<file path="src/rtl/clkrst_pkg.sv">
// Shared types and constants for the clock/reset bring-up sequencer.
package clkrst_pkg;

  typedef enum logic [2:0] {
    StMmcmRst,
    StWaitLock,
    StIdlyRst,
    StWaitRdy,
    StSerdesRst,
    StRun,
    StFault
  } state_e;

  // Wide enough for the default lock timeout of 100000 cycles.
  localparam int unsigned CntWidth = 17;

  localparam int unsigned DefMmcmRstCycles   = 16;
  localparam int unsigned DefLockTimeout     = 100000;
  localparam int unsigned DefIdlyRstCycles   = 8;
  localparam int unsigned DefRdyTimeout      = 1000;
  localparam int unsigned DefSerdesRstCycles = 32;
  localparam int unsigned DefMaxRetry        = 15;

  typedef struct packed {
    logic mmcm_reset;
    logic idlyctrl_reset;
    logic serdes_reset;
    logic ready;
    logic fault;
  } outs_t;

  // Output levels that belong to a state; the top registers this for the next state.
  function automatic outs_t decode_outputs(state_e st);
    outs_t o;
    o.mmcm_reset     = (st == StMmcmRst) || (st == StFault);
    o.idlyctrl_reset = st inside {StMmcmRst, StWaitLock, StIdlyRst, StFault};
    o.serdes_reset   = (st != StRun);
    o.ready          = (st == StRun);
    o.fault          = (st == StFault);
    return o;
  endfunction

endpackage

</file>
<file path="src/rtl/sync_2ff.sv">
// Two-flop synchronizer for a single asynchronous level into the refclk domain.
module sync_2ff (
  input  logic clk,
  input  logic rst,
  input  logic d,
  output logic q
);

  logic meta_q;
  logic sync_q;

  // Only sync_q is safe to use; meta_q may be metastable.
  always_ff @(posedge clk) begin
    if (rst) begin
      meta_q <= 1'b0;
      sync_q <= 1'b0;
    end else begin
      meta_q <= d;
      sync_q <= meta_q;
    end
  end

  assign q = sync_q;

endmodule

</file>
<file path="src/rtl/clock_reset_sequencer.sv">
// Clock/reset bring-up sequencer: MMCM reset, lock wait, IDELAYCTRL reset, RDY wait,
// SERDES reset hold, then RUN; bounded retries end in a terminal FAULT.
// Optional build macro CLKRST_LOCK_DEGLITCH_EN: lock/RDY loss acts only after four
// consecutive synchronized-low cycles instead of one.
module clock_reset_sequencer
  import clkrst_pkg::*;
#(
  parameter int unsigned MMCM_RST_CYCLES   = DefMmcmRstCycles,
  parameter int unsigned LOCK_TIMEOUT      = DefLockTimeout,
  parameter int unsigned IDLY_RST_CYCLES   = DefIdlyRstCycles,
  parameter int unsigned RDY_TIMEOUT       = DefRdyTimeout,
  parameter int unsigned SERDES_RST_CYCLES = DefSerdesRstCycles,
  parameter int unsigned MAX_RETRY         = DefMaxRetry
) (
  input  logic       refclk,
  input  logic       reset,
  input  logic       mmcm_locked,
  input  logic       idlyctrl_rdy,
  output logic       mmcm_reset,
  output logic       idlyctrl_reset,
  output logic       serdes_reset,
  output logic       ready,
  output logic       fault,
  output logic [3:0] retry_count
);

  // Counter value on the last cycle of each state; the counter is 0 on the entry cycle.
  localparam logic [CntWidth-1:0] MmcmLast   = CntWidth'(MMCM_RST_CYCLES - 1);
  localparam logic [CntWidth-1:0] LockLast   = CntWidth'(LOCK_TIMEOUT - 1);
  localparam logic [CntWidth-1:0] IdlyLast   = CntWidth'(IDLY_RST_CYCLES - 1);
  localparam logic [CntWidth-1:0] RdyLast    = CntWidth'(RDY_TIMEOUT - 1);
  localparam logic [CntWidth-1:0] SerdesLast = CntWidth'(SERDES_RST_CYCLES - 1);
  localparam logic [CntWidth-1:0] CntOne     = CntWidth'(1);
  localparam logic [3:0]          RetryLimit = 4'(MAX_RETRY);

  logic lock_s;
  logic rdy_s;

  sync_2ff u_sync_lock (
    .clk (refclk),
    .rst (reset),
    .d   (mmcm_locked),
    .q   (lock_s)
  );

  sync_2ff u_sync_rdy (
    .clk (refclk),
    .rst (reset),
    .d   (idlyctrl_rdy),
    .q   (rdy_s)
  );

  logic lock_lost;
  logic rdy_lost;

`ifdef CLKRST_LOCK_DEGLITCH_EN
  logic [1:0] lock_low_q;
  logic [1:0] rdy_low_q;

  // Count preceding consecutive low cycles (saturating at 3); loss acts on the fourth.
  always_ff @(posedge refclk) begin
    if (reset) begin
      lock_low_q <= 2'd0;
      rdy_low_q  <= 2'd0;
    end else begin
      if (lock_s) begin
        lock_low_q <= 2'd0;
      end else if (lock_low_q != 2'd3) begin
        lock_low_q <= lock_low_q + 2'd1;
      end
      if (rdy_s) begin
        rdy_low_q <= 2'd0;
      end else if (rdy_low_q != 2'd3) begin
        rdy_low_q <= rdy_low_q + 2'd1;
      end
    end
  end

  assign lock_lost = !lock_s && (lock_low_q == 2'd3);
  assign rdy_lost  = !rdy_s && (rdy_low_q == 2'd3);
`else
  assign lock_lost = !lock_s;
  assign rdy_lost  = !rdy_s;
`endif

  state_e              state_q;
  state_e              state_d;
  logic [CntWidth-1:0] cnt_q;
  logic [3:0]          retry_q;
  logic [3:0]          retry_d;
  logic                timeout;
  outs_t               outs_q;

  // Next-state and retry bookkeeping; lock loss is checked before RDY loss so it wins.
  always_comb begin
    state_d = state_q;
    retry_d = retry_q;
    timeout = 1'b0;
    unique case (state_q)
      StMmcmRst: begin
        if (cnt_q == MmcmLast) state_d = StWaitLock;
      end
      StWaitLock: begin
        if (lock_s) state_d = StIdlyRst;
        else if (cnt_q == LockLast) timeout = 1'b1;
      end
      StIdlyRst: begin
        if (lock_lost) state_d = StMmcmRst;
        else if (cnt_q == IdlyLast) state_d = StWaitRdy;
      end
      StWaitRdy: begin
        if (lock_lost) state_d = StMmcmRst;
        else if (rdy_s) state_d = StSerdesRst;
        else if (cnt_q == RdyLast) timeout = 1'b1;
      end
      StSerdesRst: begin
        if (lock_lost) state_d = StMmcmRst;
        else if (rdy_lost) state_d = StIdlyRst;
        else if (cnt_q == SerdesLast) state_d = StRun;
      end
      StRun: begin
        if (lock_lost) state_d = StMmcmRst;
        else if (rdy_lost) state_d = StIdlyRst;
      end
      StFault: begin
        state_d = StFault;
      end
      default: begin
        state_d = StMmcmRst;
      end
    endcase

    if (timeout) begin
      retry_d = (retry_q == 4'hf) ? retry_q : retry_q + 4'd1;
      state_d = (retry_d == RetryLimit) ? StFault : StMmcmRst;
    end

    if ((state_d == StRun) && (state_q != StRun)) retry_d = 4'd0;
  end

  // State, shared counter and outputs decoded from the next state so they move together.
  always_ff @(posedge refclk) begin
    if (reset) begin
      state_q <= StMmcmRst;
      cnt_q   <= '0;
      retry_q <= 4'd0;
      outs_q  <= decode_outputs(StMmcmRst);
    end else begin
      state_q <= state_d;
      retry_q <= retry_d;
      outs_q  <= decode_outputs(state_d);
      if (state_d != state_q) begin
        cnt_q <= '0;
      end else if ((state_q != StRun) && (state_q != StFault)) begin
        cnt_q <= cnt_q + CntOne;
      end
    end
  end

  assign mmcm_reset     = outs_q.mmcm_reset;
  assign idlyctrl_reset = outs_q.idlyctrl_reset;
  assign serdes_reset   = outs_q.serdes_reset;
  assign ready          = outs_q.ready;
  assign fault          = outs_q.fault;
  assign retry_count    = retry_q;

endmodule

</file>
<file path="config.mk">
export PLATFORM = sky130hd
export DESIGN_NAME = clock_reset_sequencer
export DESIGN_NICKNAME = d
export VERILOG_FILES = /design/src/rtl/clkrst_pkg.sv /design/src/rtl/sync_2ff.sv /design/src/rtl/clock_reset_sequencer.sv
export SDC_FILE = /design/constraint.sdc
export NUM_CORES = 1
export LEC_CHECK = 0
export ABC_CLOCK_PERIOD_IN_PS = 2500
export BUFFER_PORTS_ARGS = -buffer_cell sky130_fd_sc_hd__buf_2
export CAP_MARGIN = 20
export CELL_PAD_IN_SITES_DETAIL_PLACEMENT = 0
export CELL_PAD_IN_SITES_GLOBAL_PLACEMENT = 1
export CORE_MARGIN = 5
export CORE_UTILIZATION = 40
export DETAILED_ROUTE_END_ITERATION = 8
export PLACE_DENSITY_LB_ADDON = 0.1
export SYNTH_ARGS = -nofsm -noshare
export SYNTH_HDL_FRONTEND = slang
export SYNTH_SLANG_ARGS = --single-unit
</file>
<file path="constraint.sdc">
create_clock -name refclk -period 2.5 [get_ports refclk]
set_clock_uncertainty 0.2 [all_clocks]
set_input_delay 0.125 -clock refclk [delete_from_list [all_inputs] [get_ports refclk]]
set_output_delay 0.125 -clock refclk [all_outputs]
set_load 0.1 [all_outputs]
</file>
==> impl_results.md <==
- Setup TNS: 0 ns
- Fill cells: 469
- Die Ht: 79.3 um
- Final Wtd Congestion: 0.843
- Hold Path Cell Cnt: 1
- Yosys warning count: 0
- FF+latch area: 664 sq um
- HPWL reported at the end of detailed placement: 3290 um
- Area share of the largest cell type after synthesis: 34.4%
- Die Wd: 79.3 um
- Run status: completed
- Area growth, synth to finish: 12.0%
- Max FO, Critical Path: 12
- Crit share post-route: 90.8%
- Max-cap viol count: 0
- Leading area contributor after synthesis: dfxtp_1
- Detailed Route WL: 4390 um
- Asr flop ratio synth: 0%
- CP endpoint kind: register
- DR vias/cell: 5.52
- Worst min-delay path class: reg -> reg
- Worst Setup Path Type: reg -> reg
- CP arrival: 2.23 ns
- Largest cells by area after synthesis: dfxtp_1, xor2_1, nand3_1
- I/O Buffers: 12
- Final-report max-slew violation count: 0
- Initial antenna violation count: 0
- DP Worst Slack: 0.169 ns
- Share of cells above drive strength 1: 21.6%
- R2R Path Start: cnt_q[0]
- Num CTS Buffers: 5
- Seq/Total Area, Yosys: 34.4%
- Multi-input logic area: 1160 sq um
- Hold Violations, Final: 0
- Synth Cell Area: 1920 sq um
- RSZ-0062 raised after global routing: false
- Drc violations: 0
- Hold Path Sink: u_sync_lock.q
- Die area: 6290 sq um
- Clock Sinks: 33
- Rel. slew slack: 66.5%
- Flop-to-flop setup slack: 0.23 ns
- Mapped Cells: 212
- Largest net degree at the start of global routing: 16
- WP data required: 2.46 ns
- Final setup violation count: 0
- Tmin final: 2.27 ns
- Pwr/cell area: 444 nW/um^2
- R2R cell count: 6
- Core area: 4690 sq um
- Worst r2r dst: cnt_q[3]
- WL per Instance: 15.3 um
- Number of global-route vias before repair: 1509
- Root Buffer: clkbuf_8
- EDFF count, synth: 0
- Routed via count: 1580
- Synth Net Count: 218
- Initial Util: 41.0%
- Final WS setup: 0.229 ns
- Leakage power: 0.810 nW
- Grt total ovfl: 0
- GRT Overall Usage: 15.3%
- Min-delay src: u_sync_lock.meta_q
- Global-route wire length before repair: 7570 um
- Fmax: 440 MHz
- Worst-path clk slew: 0.06 ns
- Max VDD drop: 0.221 mV
- Skew-Pair Late Insertion Delay: 0.28 ns
- Min Hold Slack: 0.246 ns
- Post-synth cell types: 63
- Top Ports: 13
- DRT iter0 DRCs: 135
- H-tree levels: 2
- #FFs+latches synth: 33
- Post-DRT Antenna Nets: 0
- Critical path launch point type: register
- FP Rows: 25
- CTS tree: built
- N_diodes: 0
- Avg Synthesized Cell Area: 9.07 sq um
- DR pass1 iterations: 4
- Clock Tree Buf Depth: 2
- Top FF cell, synth: dfxtp_1
- Slew @ Worst Pin: 0.503 ns
- Final nets: 237
cells in the final DEF, fill, tap and decap left out, types with 2 or more instances in the layout:
cell,instances
or2b_1,2
nand3b_1,5
nand2_1,13
o21ai_0,3
o211ai_1,2
and3_1,3
a21oi_1,6
nor2_2,2
nor4_4,2
nor4_1,2
nand2b_1,3
dfxtp_1,30
clkinv_2,2
nor2_1,15
nor3_1,13
nor2b_1,6
nand4_1,4
buf_4,8
nand3_1,14
a31oi_1,4
xor2_1,13
nor4bb_1,2
mux2i_1,2
dlygate4sd3_1,4
or3_1,2
ha_1,2
inv_1,4
a211oi_1,3
o31ai_1,2
xnor2_1,6
clkbuf_8,5
buf_2,12
dfxtp_2,3
cell families after synthesis:
| family | share of synthesized area [%] |
|---|---|
| AO/OA/AOI/OAI | 15.5 |
| XOR/XNOR | 8.66 |
| adder cells (fa/ha/maj) | 1.30 |
| buffers and inverters | 5.14 |
| flip-flops | 34.4 |
| multiplexers | 1.04 |
| AND/OR/NAND/NOR | 34.0 |
worst max-delay path, stage by stage (launching register included):
cell,delay (ns)
dfxtp_1,0.38
ha_1,0.26
nand4_2,0.23
nor4_2,0.34
a22oi_1,0.16
or3b_1,0.46
nor2_1,0.10
flip-flops by register name, indices dropped and copies added, names as in the netlist:
register	flops
u_sync_rdy.q	1
u_sync_rdy.meta_q	1
fault	1
mmcm_reset	1
retry_count	4
u_sync_lock.meta_q	1
state_q	3
idlyctrl_reset	1
serdes_reset	1
u_sync_lock.q	1
cnt_q	17
ready	1
routing by layer:
metal / vias to the layer above / GRT usage (%) / routed length, um
met2: 25 / 23.9 / 2020
met5: - / 0 / 0
li1: 817 / - / -
met4: 0 / 5.15 / 50
met1: 734 / 20.2 / 2190
met3: 4 / 4.20 / 126
power breakdown:
part           switching, mW  total (mW)  internal (mW)  leakage [nW]
registers            0.00909       0.542          0.533         0.269
logic                 0.0188      0.0347         0.0159         0.496
clock network          0.186       0.378          0.193        0.0450
total                  0.213       0.955          0.741         0.810
synth_stat cells (all sizes together) (3+ instances only):
cell type / count
xnor2: 6
or2b: 3
nor2: 17
and3: 4
buf: 9
nor4: 5
nand3b: 5
nor3: 14
a211oi: 4
a21oi: 7
nor2b: 6
xor2: 13
inv: 4
nand2b: 4
o21ai: 4
dfxtp: 33
a31oi: 5
nand4: 5
nand2: 13
clkbuf: 3
nand3: 14
stage by stage:
stage	cell area [sq um]	power, mW	util (%)	cells
6_report	2150	0.955	45.9	286
5_1_grt	2150	1.01	45.9	286
4_1_cts	2150	0.974	45.8	286
3_5_place_dp	2030	0.584	43.2	274
3_3_place_gp	2030	0.582	43.2	274
2_1_floorplan	1920	0.576	-	212
repair_timing:
item	CTS	global route
endpoints found under the setup margin	0	3
hold buffers	4	0
setup buffers	0	0
resized for setup	0	1
hold endpoints to repair	8	0
how the worst max path moves through the flow:
stage                    from         to  slack [ns]  cells after the start
5_1_grt            state_q[2]   cnt_q[8]        0.08                      5
2_1_floorplan  retry_count[2]  cnt_q[11]        0.23                      5
4_1_cts            state_q[1]   cnt_q[1]        0.15                      5
6_report             cnt_q[0]   cnt_q[3]        0.23                      6
3_3_place_gp       state_q[1]   cnt_q[1]        0.19                      5
3_5_place_dp       state_q[1]   cnt_q[1]        0.17                      5
final cells by class:
class / instances / share of cell area, %
Multi-Input combinational cell: 163 / 54.0
Sequential cell: 33 / 30.9
Timing Repair Buffer: 24 / 7.44
Clock buffer: 6 / 3.37
Tap cell: 54 / 3.14
Inverter: 4 / 0.698
Clock inverter: 2 / 0.465
(Power assumes the default switching activity.)
